## src/rtl/pipeline_hazard_ctrl.sv

```systemverilog
// pipeline_hazard_ctrl
// Hazard and sequencing controller for the five-stage pipeline. Generates the
// enable/clear controls of the IF/ID, ID/EX, EX/MEM and MEM/WB registers and
// the PC write enable. It stalls on load-use hazards and on mult/div unit
// occupancy, and flushes IF/ID on a taken branch. It also sequences the
// multi-cycle mult/div unit by issuing a registered start pulse and tracking
// the unit's busy window with a down-counter.

module pipeline_hazard_ctrl #(
    parameter int MULT_CYCLES = 5,
    parameter int DIV_CYCLES  = 10
) (
    input  logic       clk,
    input  logic       reset,
    input  logic [4:0] id_rs,
    input  logic [4:0] id_rt,
    input  logic       id_uses_rs,
    input  logic       id_uses_rt,
    input  logic       ex_mem_read,
    input  logic [4:0] ex_dst,
    input  logic       id_md_op,
    input  logic       id_md_start,
    input  logic       id_md_div,
    input  logic       id_branch_taken,
    output logic       pc_en,
    output logic       en_fd,
    output logic       en_de,
    output logic       en_em,
    output logic       en_mw,
    output logic       clr_fd,
    output logic       clr_de,
    output logic       clr_em,
    output logic       clr_mw,
    output logic       md_start,
    output logic       md_busy
);

    localparam int MAX_CYCLES = (MULT_CYCLES > DIV_CYCLES) ? MULT_CYCLES : DIV_CYCLES;
    localparam int CW         = $clog2(MAX_CYCLES + 1);

    typedef enum logic [1:0] {
        MD_IDLE  = 2'd0,
        MD_START = 2'd1,
        MD_BUSY  = 2'd2
    } md_state_t;

    md_state_t       state;
    logic [CW-1:0]   cnt;
    logic [CW-1:0]   len;

    logic md_op_eff;
    logic load_use;
    logic md_stall;
    logic stall;
    logic flush;

    // A start op in ID also counts as an MD access.
    assign md_op_eff = id_md_op | id_md_start;
    assign md_busy   = (cnt != '0);

    // Hazard detection: load-use against EX, and MD access while the unit is occupied.
    always_comb begin
        load_use = ex_mem_read && (ex_dst != 5'd0) &&
                   ((id_uses_rs && (id_rs == ex_dst)) ||
                    (id_uses_rt && (id_rt == ex_dst)));
        md_stall = md_op_eff && (md_start || md_busy);
        stall    = load_use || md_stall;
        // A stall holds the branch in ID, so it re-resolves later instead of flushing now.
        flush    = id_branch_taken && !stall;
    end

    // Pipeline register and PC controls, combinational from inputs and MD state.
    always_comb begin
        // NOTE: every output gets a default first so no path leaves it unassigned (no latch).
        pc_en  = 1'b1;
        en_fd  = 1'b1;
        en_de  = 1'b1;
        en_em  = 1'b1;
        en_mw  = 1'b1;
        clr_fd = 1'b0;
        clr_de = 1'b0;
        clr_em = 1'b0;
        clr_mw = 1'b0;
        if (reset) begin
            pc_en  = 1'b0;
            en_fd  = 1'b0;
            en_de  = 1'b0;
            en_em  = 1'b0;
            en_mw  = 1'b0;
            clr_fd = 1'b1;
            clr_de = 1'b1;
            clr_em = 1'b1;
            clr_mw = 1'b1;
        end else if (stall) begin
            // Hold IF and ID, push a bubble into EX; later stages keep flowing.
            pc_en  = 1'b0;
            en_fd  = 1'b0;
            clr_de = 1'b1;
        end else if (flush) begin
            // No delay slot: the fetched instruction after a taken branch is discarded.
            clr_fd = 1'b1;
        end
    end

    // MD sequencer: IDLE -> START (one-cycle start pulse) -> BUSY (count down) -> IDLE.
    always_ff @(posedge clk) begin
        // NOTE: state registers use non-blocking assignments so all updates see pre-edge values.
        if (reset) begin
            state    <= MD_IDLE;
            md_start <= 1'b0;
            cnt      <= '0;
            len      <= '0;
        end else begin
            case (state)
                MD_IDLE: begin
                    if (id_md_start && !stall) begin
                        state    <= MD_START;
                        md_start <= 1'b1;
                        len      <= id_md_div ? CW'(DIV_CYCLES) : CW'(MULT_CYCLES);
                    end
                end
                MD_START: begin
                    md_start <= 1'b0;
                    cnt      <= len;
                    state    <= (len == '0) ? MD_IDLE : MD_BUSY;
                end
                MD_BUSY: begin
                    cnt <= cnt - CW'(1);
                    if (cnt <= CW'(1)) begin
                        state <= MD_IDLE;
                    end
                end
                default: begin
                    state    <= MD_IDLE;
                    md_start <= 1'b0;
                    cnt      <= '0;
                end
            endcase
        end
    end

endmodule
```

## config.mk

```make
export PLATFORM = sky130hd
export DESIGN_NAME = pipeline_hazard_ctrl
export DESIGN_NICKNAME = d
export VERILOG_FILES = /design/src/rtl/pipeline_hazard_ctrl.sv
export SDC_FILE = /design/constraint.sdc
export NUM_CORES = 1
export LEC_CHECK = 0
export ABC_AREA = 0
export CORE_UTILIZATION = 35
export CTS_CLUSTER_SIZE = 25
export DETAILED_ROUTE_END_ITERATION = 10
export PLACE_DENSITY = 0.74
export REMOVE_ABC_BUFFERS = 1
export SLEW_MARGIN = 0
export SYNTH_ARGS = -nofsm -noshare
export SYNTH_HDL_FRONTEND = slang
export SYNTH_SLANG_ARGS = --single-unit
```

## constraint.sdc

```tcl
create_clock -name clk -period 2.2 [get_ports clk]
set_input_delay 0.44 -clock clk [delete_from_list [all_inputs] [get_ports clk]]
set_output_delay 0.44 -clock clk [all_outputs]
set_load 0.02 [all_outputs]
```

-- Word level (Yosys, flattened, before mapping)
Index checks and enable logic that the tools add are counted.
- flip-flop bits (word level): 11
- latch bits: 0
- RAM bits: 0
- ROM bits: 0
- input port bits: 24
- output and inout bits: 11
- logic and storage cells: 49
- memories: 0
- $add $sub $neg: 1
- $mul: 0
- div/mod/pow operators: 0
- $lt $le $gt $ge: 1
- equal/unequal tests: 6
- shifts and indexed selects: 0
- muxes and demuxes: 17
- bitwise operators: 2
- reductions and logical operators: 18
- operators with widths (kind ; number):
    case mux 4 bit (3 select lines) ; 1
    == test 5 bit ; 2
    two-way mux 1 bit ; 10
    logical AND 1 bit ; 7
    two-way mux 2 bit ; 3
    case mux 2 bit (3 select lines) ; 1
    AND reduction 2 bit ; 3
    nonzero test 5 bit ; 1
    less-or-equal comparator 4 x 1 -> 1 bit, second input constant ; 1
    zero test 4 bit ; 1
    two-way mux 4 bit ; 1
    != test 2 bit, second input constant ; 2
    nonzero test 4 bit ; 1
    subtractor 4 x 1 -> 4 bit, second input constant ; 1
    logical OR 1 bit ; 3
    == test 2 x 1 -> 1 bit, second input constant ; 1
    == test 2 bit, second input constant ; 1
    zero test 2 bit ; 1
    case mux 1 bit (2 select lines) ; 1
    zero test 1 bit ; 1
    NOT 1 bit ; 1
    bitwise OR 1 bit ; 1

-- Longest topological paths before layout
- word-level depth: 10
- mapped depth: 7
- depth with buffers taken out: 7

-- Least setup slack after synthesis
No wires, ideal clock.
- path kind: input port to output port
- from: input ex_dst[1]
- to: output pc_en
- arrival time: 2010 ps
- required time: 1760 ps
- slack: -250 ps
- stages: 5
- buffers on the path: 1
- cells stage by stage: or4_4 -> o21ai_4 -> nor2_2 -> nor3_1 -> buf_4
- cells in the longest elaborated chain, start to end: 7
- elaborated cells between the ends (all ways): 11
- those cells by class: eq/ne (2); mux (2); reduce/logical (7)
- RTL lines (element ; RTL line ; RTL):
    from (decl) ; 20 ; input logic [4:0] ex_dst,
    == test 5 bit (on tied branches) ; 64, 65 ;
    logical AND 1 bit (on tied branches) ; 64, 65 ;
    logical OR 1 bit ; 64 ; ((id_uses_rs && (id_rs == ex_dst)) ||
    logical AND 1 bit * ; 63 ; load_use = ex_mem_read && (ex_dst != 5'd0) &&
    logical OR 1 bit * ; 67 ; stall = load_use || md_stall;
    two-way mux 1 bit * (2 in a row) ; - ;
    to (decl) ; 25 ; output logic pc_en,
Mark *: on every way between the ends. The rest lies on a longest branch, timed or not.

-- Worst setup path after layout
- from: register cnt[1]
- to: output clr_de
- cells in the longest elaborated chain, start to end: 6
- RTL lines (element ; RTL line ; RTL):
    from (decl) ; 48 ; logic [CW-1:0] cnt;
    from (signal assigned) ; 124 ; cnt <= len;
    from (signal assigned) ; 128 ; cnt <= cnt - CW'(1);
    nonzero test 4 bit ; 59 ; assign md_busy = (cnt != '0);
    logical OR 1 bit ; 66 ; md_stall = md_op_eff && (md_start || md_busy);
    logical AND 1 bit ; 66 ;
    logical OR 1 bit ; 67 ;
    two-way mux 1 bit ; 94 ; end else if (stall) begin
    two-way mux 1 bit ; 84 ; if (reset) begin
    to (decl) ; 31 ; output logic clr_de,
Every way passes these cells.

==> impl_metrics.env <==
export IMPL_antenna_found_initial=0
export IMPL_track_usage_pct=20.3
export IMPL_clk_latency_ns=0.26
export IMPL_cts_buffers=3
export IMPL_postCtsHoldBufs=0
export IMPL_clock_sinks=9
export IMPL_yosysTopAreaCellShare_pct=22.0
export IMPL_avgViaCountPerCell=4.96
export IMPL_ys_seq_area_share_pct=22.0
export IMPL_syn_area_per_cell_um2=8.10
export IMPL_synth_warnings=0
export IMPL_htree_levels=1
export IMPL_p_leak_nw=0.615
export IMPL_num_antenna_cells=0
export IMPL_num_rows=17
export IMPL_rsz0062_at_grt="true"
export IMPL_period_share_pct=105
export IMPL_die_area_um2=2540
export IMPL_cts_tree="yes"
export IMPL_drv_slew=0
export IMPL_ys_top_cells_by_area="dfxtp_1 (22%), xnor2_1 (12%), ha_1 (9.2%), nand2_1 (5.5%), buf_4 (4.6%)"
export IMPL_synth_most_common_cell="nand2_1"
export IMPL_power_density_nw_per_um2=436
export IMPL_fin_skew_ns=0.00135
export IMPL_worst_pin_slew_ns=0.503
export IMPL_syn_inst=101
export IMPL_vias=907
export IMPL_netlist_area_um2=818
export IMPL_worstHoldStart="state[0]"
export IMPL_nNetsFinal=186
export IMPL_setup_viol=1
export IMPL_arrival_ns=1.87
export IMPL_clk_pin_slew_ns=0.06
export IMPL_first_pass_iters=4
export IMPL_cp_startpoint="cnt[1]"
export IMPL_synth_edf_count=0
export IMPL_grt_max_degree=10
export IMPL_synth_top_flop_cell="dfxtp_1"
export IMPL_finalSetupTns_ns=-0.108
export IMPL_ir_worst_vdd_mv=0.374
export IMPL_grt_overflow_total=0
export IMPL_hp_class="reg -> reg"
export IMPL_layout_setup_ws_ns=-0.108
export IMPL_critPathLaunchType="flop"
export IMPL_grt_pass1_wl_mm=4.03
export IMPL_drt_wl_total_mm=2.32
export IMPL_regArea_um2=183
export IMPL_die_y_um=50.4
export IMPL_end_kind="output pin"
export IMPL_final_core_util_pct=61.8
export IMPL_n_fill_cell=197
export IMPL_synth_commonest_cells="nand2_1 (12), xnor2_1 (11), dfxtp_1 (9), inv_1 (9), o21ai_0 (7)"
export IMPL_yosysTopAreaCell="dfxtp_1"
export IMPL_drc=0
export IMPL_die_w_um=50.4
export IMPL_timing_fmax_ghz=0.433
export IMPL_crit_reg2reg_launch="cnt[1]"
export IMPL_async_reset_ff_share_pct=0
export IMPL_dp_slack_ns=-0.824
export IMPL_clock_root_buffer="clkbuf_4"
export IMPL_grt_pass1_vias=927
export IMPL_slew_limit_headroom_pct=66.1
export IMPL_syn2layout_area_growth_pct=67.0
export IMPL_drv_cap=0
export IMPL_r2r_end="state[1]"
export IMPL_initial_utilization_pct=37.0
export IMPL_drtIter0Drc=17
export IMPL_fin_hold_ws_ns=0.499
export IMPL_r2r_setup_slack_ns=0.24
export IMPL_worst_path_max_fanout=3
export IMPL_gp_congestion=0.813
export IMPL_core_area_um2=2210
export IMPL_path_class="reg -> out"
export IMPL_clock_path_buffers=2
export IMPL_io_buffers=34
export IMPL_ys_ff_latch=9
export IMPL_hpwl_mm=1.77
export IMPL_fin_cells=183
export IMPL_critPathCapture="clr_de"
export IMPL_pin_count=35
export IMPL_violations="setup timing"
export IMPL_netlist_cell_type_count=36
export IMPL_placed_cell_area_um2=1270
export IMPL_antenna_left=0
export IMPL_ff2ff_path_depth=9
export IMPL_status="finished with violations"
export IMPL_dp_cells=172
export IMPL_period_needed_ns=2.31
export IMPL_required_ns=1.76
export IMPL_design_area_um2=1370
export IMPL_power_mw=0.596
export IMPL_wl_per_cell_um=12.7
export IMPL_multi_input_area_um2=607
export IMPL_drive_gt1_share_pct=33.5
export IMPL_hold_viol_final=0
==> per-layer routing <==
metal  up-vias  wire length [um]  track usage, %
li1        461                 -               -
met1       425              1010            25.0
met2        21              1240            37.6
met3         0                69            2.12
met4         0                 0            4.17
met5         -                 0               0
==> worst max-delay path: stages (launching register included) <==
cell,delay (ns)
dfxtp_2,0.32
inv_2,0.07
ha_4,0.13
or3b_4,0.38
o22a_4,0.21
or3_4,0.37
buf_6,0.14
==> cell usage in the layout, fill, tap and decap left out, types with 2 or more instances in the layout <==
cell / instances
inv_1: 7
xnor2_1: 10
buf_6: 2
o32ai_1: 2
ha_1: 5
nand2_1: 12
dlygate4sd2_1: 11
nand4_1: 2
dfxtp_1: 7
a22oi_1: 4
clkdlybuf4s50_1: 9
a21oi_1: 2
dlymetal6s2s_1: 5
clkbuf_4: 3
buf_4: 24
nor3_1: 2
dfxtp_2: 2
nor2_1: 6
o21ai_0: 7
buf_2: 5
inv_2: 2
==> flip-flops by register name, summed over array words and instances (netlist names) <==
signal / flops
state: 2
cnt: 4
len: 2
md_start: 1
==> area by class of cell <==
cell class              count  share of cell area, %
repair buffers             57                   35.3
multi-input cells          76                   44.4
well taps                  28                   2.56
flip-flops and latches      9                   13.4
clock buffers               4                   1.92
inverters                   9                   2.47
==> repair_timing <==
item,4_1_cts,5_1_grt
setup endpoints to repair,7,8
resized for setup,58,12
pin swaps,9,4
setup buffers,7,0
==> kinds of logic after synthesis <==
kind of cell	synth area share, %
XOR/XNOR	11.8
AO/OA/AOI/OAI	25.2
adder cells (fa/ha/maj)	9.17
buffers and inverters	9.79
AND/OR/NAND/NOR	20.8
multiplexers	1.22
flip-flops	22.0
==> power by group <==
| group | total, mW | leakage [nW] | switching [mW] | internal [mW] |
|---|---|---|---|---|
| Combinational | 0.272 | 0.526 | 0.135 | 0.137 |
| Clock | 0.130 | 0.0150 | 0.0597 | 0.0699 |
| Sequential | 0.194 | 0.0744 | 0.0165 | 0.177 |
| Total | 0.596 | 0.615 | 0.211 | 0.384 |
==> worst min path at each step <==
stage | to | slack (ns) | cells past startpoint
2_1_floorplan | len[2] | 0.45 | 2
3_3_place_gp | len[1] | 0.48 | 2
3_5_place_dp | state[0] | 0.48 | 2
4_1_cts | state[0] | 0.49 | 2
5_1_grt | state[0] | 0.51 | 2
6_report | state[0] | 0.50 | 2
Note: power is estimated with default switching activity, not from simulation.
